$ cat src/rtl/phoenix_pwm_pkg.sv
// Shared definitions for the LED controller's pwm_cycle/pwm_duty interface.
// The default counter width matches the LED controller's counter.
package phoenix_pwm_pkg;

    localparam int PWM_COUNTER_BITS_DEFAULT = 32;

    typedef logic [PWM_COUNTER_BITS_DEFAULT-1:0] pwm_count_t;

endpackage

$ cat src/rtl/phoenix_pwm_generator.sv
// PWM output stage: shadows the period/duty request at period boundaries and
// drives a registered, glitch-free waveform plus period/update pulses.
module phoenix_pwm_generator
    import phoenix_pwm_pkg::*;
#(
    parameter int PWM_COUNTER_BITS = PWM_COUNTER_BITS_DEFAULT,
    parameter bit OUTPUT_INVERT    = 1'b0
) (
    input  logic                        clk,
    input  logic                        reset,
    input  logic                        enable,
    input  logic [PWM_COUNTER_BITS-1:0] pwm_cycle,
    input  logic [PWM_COUNTER_BITS-1:0] pwm_duty,
    output logic                        pwm_out,
    output logic                        period_start,
    output logic                        update_ack
);

    localparam logic [PWM_COUNTER_BITS-1:0] ONE = PWM_COUNTER_BITS'(1);

    logic [PWM_COUNTER_BITS-1:0] cnt;
    logic [PWM_COUNTER_BITS-1:0] cyc_q;
    logic [PWM_COUNTER_BITS-1:0] duty_q;

    logic running;
    logic load;
    logic active;
    logic shadow_change;

    // Idle (cyc_q==0) and disabled both force a reload every cycle, so the
    // first enabled cycle always begins a fresh period at cnt==0.
    always_comb begin
        running       = enable && (cyc_q != '0);
        load          = (cyc_q == '0) || (cnt == cyc_q - ONE) || !enable;
        active        = running && (cnt < duty_q);
        shadow_change = (pwm_cycle != cyc_q) || (pwm_duty != duty_q);
    end

    // Shadow registers and period counter.
    always_ff @(posedge clk) begin
        if (reset) begin
            cnt    <= '0;
            cyc_q  <= '0;
            duty_q <= '0;
        end else if (load) begin
            cnt    <= '0;
            cyc_q  <= pwm_cycle;
            duty_q <= pwm_duty;
        end else begin
            cnt    <= cnt + ONE;
        end
    end

    // Output and pulse registers, one cycle behind the counter.
    always_ff @(posedge clk) begin
        if (reset) begin
            pwm_out      <= OUTPUT_INVERT;
            period_start <= 1'b0;
            update_ack   <= 1'b0;
        end else begin
            pwm_out      <= active ^ OUTPUT_INVERT;
            period_start <= running && (cnt == '0);
            update_ack   <= load && shadow_change;
        end
    end

endmodule
$ cat config.mk
export PLATFORM = sky130hd
export DESIGN_NAME = phoenix_pwm_generator
export DESIGN_NICKNAME = d
export VERILOG_FILES = /design/src/rtl/phoenix_pwm_pkg.sv /design/src/rtl/phoenix_pwm_generator.sv
export SDC_FILE = /design/constraint.sdc
export NUM_CORES = 1
export LEC_CHECK = 0
export ABC_CLOCK_PERIOD_IN_PS = 6490
export BUFFER_PORTS_ARGS = -buffer_cell sky130_fd_sc_hd__buf_2
export CAP_MARGIN = 20
export CORE_UTILIZATION = 30
export CTS_BUF_LIST = sky130_fd_sc_hd__clkbuf_16
export DETAILED_ROUTE_END_ITERATION = 10
export SETUP_SLACK_MARGIN = 0.3
export SLEW_MARGIN = 20
export SYNTH_ARGS = -nofsm -noshare
export SYNTH_HDL_FRONTEND = slang
export SYNTH_SLANG_ARGS = --single-unit
$ cat constraint.sdc
create_clock -name clk -period 6.49 [get_ports clk]
set_input_delay 0.9735 -clock clk [delete_from_list [all_inputs] [get_ports clk]]
set_output_delay 0.9735 -clock clk [all_outputs]
set_load 0.01 [all_outputs]
==> results.toml, run 1 <==
[global_routing]
antenna_found_initial = 0
grt_pass1_vias = 5463
grt_pass1_wl_um = 30900
grt_max_degree = 77
grt-ovfl-total = 0
grt_use_total = 0.171

[drt]
via_per_inst = 5.18
wl_met2_um = 8350
wl_met1_um = 9820
top_layer = "met4"
route.met3.wl_um = 1080
drc = 0
drt_iter0_drc = 528
post_drt_wl_per_cell_um = 17.0
dr.pass1.iters = 5
wirelength_um = 19400
route.vias.total = 5944
drtAntennaViolNets = 0

[sta]
rsz0062_at_grt = "false"
tns_ns = 0
period_minus_slack_ns = 4.73
setup_viol = 0
worstMarginPinSlew_ns = 0.976
holdWs_ns = 0.506
period_share = 0.730
slew_viol_final = 0
hold_viol = 0
slew_headroom = 0.349
skew_ns = 0.0193
timing.fmax_ghz = 0.211

[worst_setup_path]
max_stage_delay_ns = 0.90
slowest_stage = "a2111oi_4"
path_cells = "inv_1 -> ha_1 -> or3b_1 -> or4_1 -> or4_4 -> xor2_1 -> a21oi_1 -> a21oi_1 -> a2111oi_4 -> buf_4 -> or2_2 -> nor2_1"
arrival_ns = 4.96
cp-end-kind = "register"
start_kind = "register"
path_class = "reg -> reg"
cpMostUsedCell = "a21oi_1"
cp_max_fo = 32
required_ns = 6.71
r2r_slack_ns = 1.76

[clocking]
post-cts-setup-buffer-count = 0
clkTransAtPathRegs_ns = 0.08
cts-root-buf = "clkbuf_16"
cts_hold_buf = 0
cts_buffers = 9
h-tree-depth = 3
cts_buffer_depth = 2
cts_resized = 0
cts.sinks = 99
cts_tree = "done"
clkLatencyLatePin_ns = 0.37

[final_layout]
multi_input_area_mm2 = 0.00453
ff_latch_area_mm2 = 0.00198
instances_no_fill = 1147
fill_cells = 2366
layout-drive-gt1-share = 0.114
nNetsFinal = 958
area_growth_pct = 11.6
n_antenna_cell = 0

[placed_design]
dp_hpwl_um = 15300
gp_congestion = 0.925
port_buffers = 69
placed_cells = 1131

[logic_synthesis]
synth_cell_type_count = 50
syn_area_mm2 = 0.00692
syn_avg_cell_area_um2 = 8.35
yosys.area.top_type_share = 0.286
syn-num-nets = 930
yosysTopAreaCell = "dfxtp_1"
ys.flop_type = "dfxtp_1"
synth_warnings = 0
synth_edf_count = 0
synth_seq_cells = 99
syn_inst = 829
ys_seq_area_frac = 0.286
synth_area_leaders = "dfxtp_1, xor2_1, ha_1"
postSynth.asyncResetShare = 0

[die]
die_w_um = 154
die-area_mm2 = 0.0237
num_io_pins = 70
core_area_mm2 = 0.0226
fp.dieH_um = 154
rows = 55
start_util = 0.306

[flow_run]
cap_violations = 0

[hold_path]
min_path_type = "reg -> reg"

[pwr]
power.density_mw_per_mm2 = 194
leakagePower_uw = 0.00310
worst_ir_drop_vdd_v = 0.000114

[run_status]
outcome = "finished clean"
[metal layers]
metal,GRT usage,up-vias
met5,0,-
li1,-,2966
met4,0.0348,0
met3,0.0392,10
met1,0.243,2797
met2,0.262,171
[synthesized netlist by cell type, types with 2 or more instances]
master / instances
clkbuf_1: 43
dfxtp_1: 99
nand2_1: 20
nand2b_1: 61
or2_2: 2
and3_1: 8
nor4b_1: 2
a31oi_1: 3
nand4_1: 22
nor2b_1: 36
a211oi_1: 3
mux2i_1: 32
buf_4: 5
or3_1: 6
nor4_1: 34
buf_6: 3
xnor2_1: 48
a21o_1: 12
or4_1: 7
o41ai_1: 34
nand3_1: 16
o31ai_1: 2
nand3b_1: 5
a2111oi_0: 2
o221ai_1: 2
o21ai_0: 41
ha_1: 34
xor2_1: 90
inv_1: 41
nor3_1: 19
o211ai_1: 3
and4_1: 2
nor2_1: 55
buf_2: 5
a21oi_1: 17
[area by class of cell]
class | instances | area share
clock buffer | 9 | 0.0292
clock inverter | 7 | 0.00891
sequential | 99 | 0.257
multi-input combinational | 632 | 0.587
inverter | 41 | 0.0199
tap | 285 | 0.0462
timing repair buffer | 74 | 0.0525
[worst max-delay path, delay by kind of cell (launching register included)]
family	cells	cell delay, ns
adders and majority gates	1	0.27
xor gates and xnor gates	1	0.16
buffers and inverters	2	0.46
and+or+nand+nor	5	2.14
AOI/OAI and AO/OA	3	1.18
DFF	1	0.37
[layout by cell type, fill, tap and decap left out, types with 2 or more instances in the layout]
cell and n:
a2111oi_0 2, nor4_1 34, a21o_1 12, inv_1 41, mux2i_1 32, a211oi_1 3, nor3_1 19, o31ai_1 2
or3_1 6, buf_2 68, nand4_1 22, and4_1 2, nand3_1 16, or4_1 7, inv_8 2, a21oi_1 17
nor4b_1 2, o211ai_1 3, ha_1 34, nor2b_1 36, and3_1 8, o41ai_1 34, nand3b_1 5, nand2b_1 61
o221ai_1 2, o21ai_0 41, xor2_1 90, dfxtp_1 99, clkbuf_16 9, xnor2_1 48, or2_2 3, nand2_1 19
buf_4 5, a31oi_1 3, nor2_1 55
[state kept, by name, indices dropped and copies added, names as in the netlist]
register,flops
pwm_out,1
cyc_q,32
update_ack,1
period_start,1
duty_q,32
cnt,32
[logic make-up after synthesis]
family          after synthesis  share of synthesized area
flops                        99                      0.286
buf+inv                      98                     0.0600
mux                          33                     0.0479
simple gates                302                      0.245
fa+ha+maj                    34                     0.0615
compound gates              125                      0.125
xor+xnor                    138                      0.175
[path summary, 6_finish.rpt]
| check | cells after the start | startpoint | end |
|---|---|---|---|
| hold / removal | 2 | duty_q[25] | duty_q[25] |
| hold reg to reg | 2 | duty_q[25] | duty_q[25] |
| setup reg to reg | 12 | cyc_q[0] | cnt[20] |
| setup / recovery | 12 | cyc_q[0] | cnt[20] |
[metrics by stage]
stage	setup WS (ns)	utilization	area, um2	power [uW]
6_report	1.76	0.341	7720	1500
5_1_grt	1.35	0.341	7720	1570
4_1_cts	1.46	0.341	7720	1510
3_5_place_dp	1.47	0.328	7430	959
3_3_place_gp	1.56	0.327	7400	955
2_1_floorplan	3.03	-	6920	861
[power by group]
part           switching (uW)  internal (uW)
clock network             280            273
registers                36.0            634
logic                     158            118
total                     473           1020
No activity file was read; power rests on OpenSTA's default activity.
==> inputs of run 2 (changes only) <==
Settings changed: ABC_AREA set to 1, ABC_CLOCK_PERIOD_IN_PS 6490 to 4600.
Clock period 6.49 ns to 4.6 ns, I/O delays scaled along.
==> run 2 against run 1 <==
Net effect: global-route usage is 2.6 points higher; critical path depth rose by 1; clock skew fell by 0.011 ns; die area grew 1.4%; synthesized area increased by 1.4%; via count is 17% higher; cell area increased by 1.5%; sequential share of layout area is 0.37 points lower; setup slack lost 0.43 ns; clock power up 39%.
==> results.toml, run 2 <==
[logic_synthesis]
syn_area_mm2 = 0.00702
syn-num-nets = 1130
yosysTopAreaCell = "dfxtp_1"
synth_area_leaders = "dfxtp_1, nand2_1, xnor2_1"
yosys.area.top_type_share = 0.282
syn_inst = 1029
ys.flop_type = "dfxtp_1"
synth_common_cells = "nand2_1, nor2_1, inv_1"
syn_avg_cell_area_um2 = 6.82
synth_edf_count = 0
synth_seq_cells = 99
ys_seq_area_frac = 0.282
synth.most_common_cell = "nand2_1"
postSynth.asyncResetShare = 0
synth_warnings = 0
synth_cell_type_count = 38

[final_layout]
area_growth_pct = 11.7
nNetsFinal = 1165
fill_cells = 2476
layout_common_cells = "nand2_1, nor2_1, inv_1"
multi_input_area_mm2 = 0.00437
layout_commonest_cell = "nand2_1"
instances_no_fill = 1382
reg.largest.list = "cnt: 32 flops, cyc_q: 32 flops, duty_q: 32 flops"
layout-drive-gt1-share = 0.109
n_antenna_cell = 0
ff_latch_area_mm2 = 0.00198

[worst_setup_path]
path_class = "reg -> reg"
cp_max_fo = 33
start_kind = "register"
cp-end-kind = "register"
r2r-start = "cyc_q[0]"
arrival_ns = 3.57
crit_start = "cyc_q[0]"
r2r_slack_ns = 1.33
required_ns = 4.90

[clocking]
cts_buffer_depth = 2
clkLatencyLatePin_ns = 0.36
h-tree-depth = 3
cts_resized = 0
cts.sinks = 99
cts_buffers = 9
post-cts-setup-buffer-count = 0
clkTransAtPathRegs_ns = 0.08
cts_tree = "done"
cts_hold_buf = 0
cts-root-buf = "clkbuf_16"

[drt]
via_per_inst = 5.02
drtAntennaViolNets = 0
route.vias.total = 6938
post_drt_wl_per_cell_um = 16.9
dr.pass1.iters = 7
wirelength_um = 23400
drc = 0
drt_iter0_drc = 551

[global_routing]
use_met2 = 0.311
grt_pass1_vias = 6373
grt_pass1_wl_um = 36000
grt-ovfl-total = 0
grt_util_met3 = 0.0398
grt_use_total = 0.197
grt.met1_usage = 0.271
gr-max-usage-layer = "met2"
antenna_found_initial = 0
grt_max_degree = 87

[flow_run]
cap_violations = 0

[run_status]
outcome = "finished clean"

[sta]
tns_ns = 0
period_share = 0.711
slew_viol_final = 0
slew_headroom = 0.448
setup_viol = 0
skew_ns = 0.00863
holdWs_ns = 0.469
rsz0062_at_grt = "false"
hold_viol = 0
period_minus_slack_ns = 3.27
worstMarginPinSlew_ns = 0.828
timing.fmax_ghz = 0.306

[placed_design]
gp_congestion = 0.916
dp_hpwl_um = 17900
placed_cells = 1366
port_buffers = 69

[hold_path]
min_path_type = "reg -> reg"
min_from = "cnt[0]"

[pwr]
leakagePower_uw = 0.00351
power.density_mw_per_mm2 = 274
worst_ir_drop_vdd_v = 0.000146

[die]
fp.dieH_um = 155
rows = 55
core_area_mm2 = 0.0228
start_util = 0.308
die-area_mm2 = 0.0240
die_w_um = 155
num_io_pins = 70
==> run 2: cell types whose count changed after synthesis, moves of 18 or more <==
cell | before | now
nand4_1 | 22 | 88
nor2b_1 | 36 | 0
xnor2_1 | 48 | 72
inv_1 | 41 | 110
nor2_1 | 55 | 119
nand2_1 | 20 | 222
clkbuf_1 | 43 | 20
mux2i_1 | 32 | 0
nand3_1 | 16 | 94
o41ai_1 | 34 | 0
nor4_1 | 34 | 16
o21ai_0 | 41 | 7
nand2b_1 | 61 | 0
xor2_1 | 90 | 43
==> run 2: cells by family (layout without fill, tap and decap cells) <==
kind of cell             after synthesis  count (layout)  synth area share
AND/OR/NAND/NOR                      579             579             0.380
buffers and inverters                163             203            0.0970
AO/OA/AOI/OAI                         38              38            0.0332
XOR/XNOR                             116             116             0.147
flip-flops                            99              99             0.282
adder cells (fa/ha/maj)               34              34            0.0606
==> run 2: path summary, 6_finish.rpt <==
kind / to / depth (start not counted)
worst min-delay path: cnt[0] / 1
worst min register to register: cnt[0] / 1
worst max-delay path: cyc_q[8] / 13
worst max register to register: cyc_q[8] / 13
==> run 2: layout make-up <==
cell class                      count  share of cell area
Multi-Input combinational cell    767               0.557
Sequential cell                    99               0.253
Inverter                          112              0.0540
Tap cell                          313              0.0500
Timing Repair Buffer               75              0.0498
Clock buffer                        9              0.0287
Clock inverter                      7             0.00766
==> run 2: where the power goes <==
group	switching, uW	internal, uW	total, uW
logic	273	158	431
registers	55.1	893	948
clock network	387	377	765
==> run 2: per-layer routing <==
layer  part of all wire  vias up
li1                   -     3444
met1               0.47     3227
met2               0.45      238
met3              0.069       29
met4              0.018        0
met5                  0        -
==> run 2: through the flow <==
stage	utilization	power, uW	area, um2	setup slack, ns
floorplan	-	1250	7020	2.51
global placement	0.332	1390	7550	1.44
detailed placement	0.332	1390	7550	1.42
CTS	0.344	2150	7840	1.40
global route	0.344	2230	7840	1.12
finish	0.344	2140	7840	1.33
==> run 2: critical path: stages, from the launching register on <==
cell,delay [ns]
dfxtp_1,0.35
inv_2,0.11
ha_1,0.22
nand3_1,0.18
nor2_2,0.34
nand3_1,0.15
nor2_1,0.12
nand3_1,0.08
nand2_1,0.11
inv_2,0.27
nand2_2,0.68
buf_4,0.36
nand3_1,0.11
nand2_1,0.09
==> inputs of run 3 (changes only) <==
Settings changed: ABC_CLOCK_PERIOD_IN_PS 4600 to 2900.
Clock period 4.6 ns to 2.9 ns, I/O delays scaled along.
==> run 3 against run 2 <==
Net effect: routed wire length up 1.6%; clock power increased by 74%; non-clock buffer count is 10 higher; cell count increased by 0.72%.
==> results.toml, run 3 (same netlist as run 2, synthesis figures left out) <==
[run_status]
outcome = "finished clean"

[global_routing]
grt-ovfl-total = 0
grt_use_total = 0.200
grt_pass1_vias = 6285
antenna_found_initial = 0
grt_max_degree = 57
grt_pass1_wl_um = 36700

[sta]
tns_ns = 0
period_share = 0.831
hold_viol = 0
skew_ns = 0.0135
slew_headroom = 0.579
timing.fmax_ghz = 0.415
worstMarginPinSlew_ns = 0.625
fin_ws_ns = 0.491
setup_viol = 0
slew_viol_final = 0
rsz0062_at_grt = "true"
period_minus_slack_ns = 2.41

[flow_run]
cap_violations = 0

[die]
die_w_um = 155
start_util = 0.308
rows = 55
fp.dieH_um = 155
die-area_mm2 = 0.0240
core_area_mm2 = 0.0228
num_io_pins = 70

[worst_setup_path]
r2r_cells = 13
r2r_slack_ns = 0.49
reg2reg_to = "duty_q[30]"
r2r-start = "cyc_q[0]"
crit_start = "cyc_q[0]"
start_kind = "register"
path_class = "reg -> reg"
crit_path_end = "duty_q[30]"
cp_max_fo = 36
cp-end-kind = "register"
required_ns = 3.16
arrival_ns = 2.67

[drt]
drc = 0
dr.pass1.iters = 5
route.met3.wl_um = 1670
wl_met1_um = 11400
top_layer = "met4"
wirelength_um = 23800
post_drt_wl_per_cell_um = 17.1
route.vias.total = 6975
wl_met2_um = 10400
via_per_inst = 5.01
drtAntennaViolNets = 0
drt_iter0_drc = 614

[final_layout]
area_growth_pct = 14.8
layout_common_cells = "nand2_1, nor2_1, inv_1"
layout_commonest_cell = "nand2_1"
nNetsFinal = 1175
reg.largest.list = "cnt: 32 flops, cyc_q: 32 flops, duty_q: 32 flops"
fill_cells = 2456
final_util = 0.354
layout-drive-gt1-share = 0.128
n_antenna_cell = 0

[clocking]
clkLatencyLatePin_ns = 0.36
h-tree-depth = 3
cts_buffer_depth = 2
cts-root-buf = "clkbuf_16"
cts_tree = "done"
clkTransAtPathRegs_ns = 0.07
cts.sinks = 99
cts_buffers = 9

[hold_path]
holdPathStages = 3
min_path_type = "in -> reg"

[placed_design]
gp_congestion = 0.940
port_buffers = 69
place_ws_ns = 0.453
dp_hpwl_um = 18200

[pwr]
leakagePower_uw = 0.00362
worst_ir_drop_vdd_v = 0.000285
power.density_mw_per_mm2 = 441
[run 3: cell type report]
cell class	count	area, um2	share of cell area
clock inverter	7	93.8	0.0116
multi-input combinational	767	4420	0.549
tap	313	392	0.0486
timing repair buffer	85	515	0.0640
clock buffer	9	225	0.0280
inverter	112	425	0.0528
sequential	99	1980	0.246
[run 3: worst min-delay path by stage]
stage	startpoint	end	slack, ns
after floorplan	cnt[0]	cnt[0]	0.43
after global placement	cnt[0]	cnt[0]	0.45
after detailed placement	cnt[0]	cnt[0]	0.45
after CTS	pwm_duty[17]	duty_q[17]	0.31
after global routing	pwm_duty[27]	duty_q[27]	0.32
final	pwm_duty[26]	duty_q[26]	0.31
[run 3: critical path, cell delays in order, from the launching register on]
cell	delay, ns
dfxtp_1	0.40
inv_2	0.09
ha_2	0.33
xor2_1	0.13
o21ai_0	0.10
a21oi_1	0.13
nand2_1	0.06
nor2_1	0.11
nand2_1	0.08
nor2_2	0.18
nand4_4	0.18
buf_4	0.31
nand4_1	0.13
nand2_1	0.06
[run 3: power by group]
group / internal, uW / leakage [uW] / switching, uW
registers: 1420 / 0.000812 / 91.5
logic: 271 / 0.00264 / 444
clock network: 757 / 0.000163 / 572
total: 2450 / 0.00362 / 1110
[run 3: timing repair]
item                                    in CTS  in global routing
gates resized for setup                      0                 19
buffers inserted                             0                  0
endpoints found under the setup margin       0                 98
hold buffers                                 0                  0
[run 3: routing by layer]
| metal | GRT usage | vias to the layer above |
|---|---|---|
| li1 | - | 3467 |
| met1 | 0.294 | 3231 |
| met2 | 0.303 | 254 |
| met3 | 0.0318 | 23 |
| met4 | 0.0438 | 0 |
| met5 | 0 | - |
[run 3: stage by stage]
stage          hold WS, ns  cells  cell area [um2]  power [uW]
6_report             0.312   1392             8060        3550
5_1_grt              0.319   1392             8060        3720
4_1_cts              0.308   1392             8000        3560
3_5_place_dp         0.453   1376             7680        2230
3_3_place_gp         0.453   1376             7680        2230
2_1_floorplan        0.430   1029             7020        1980
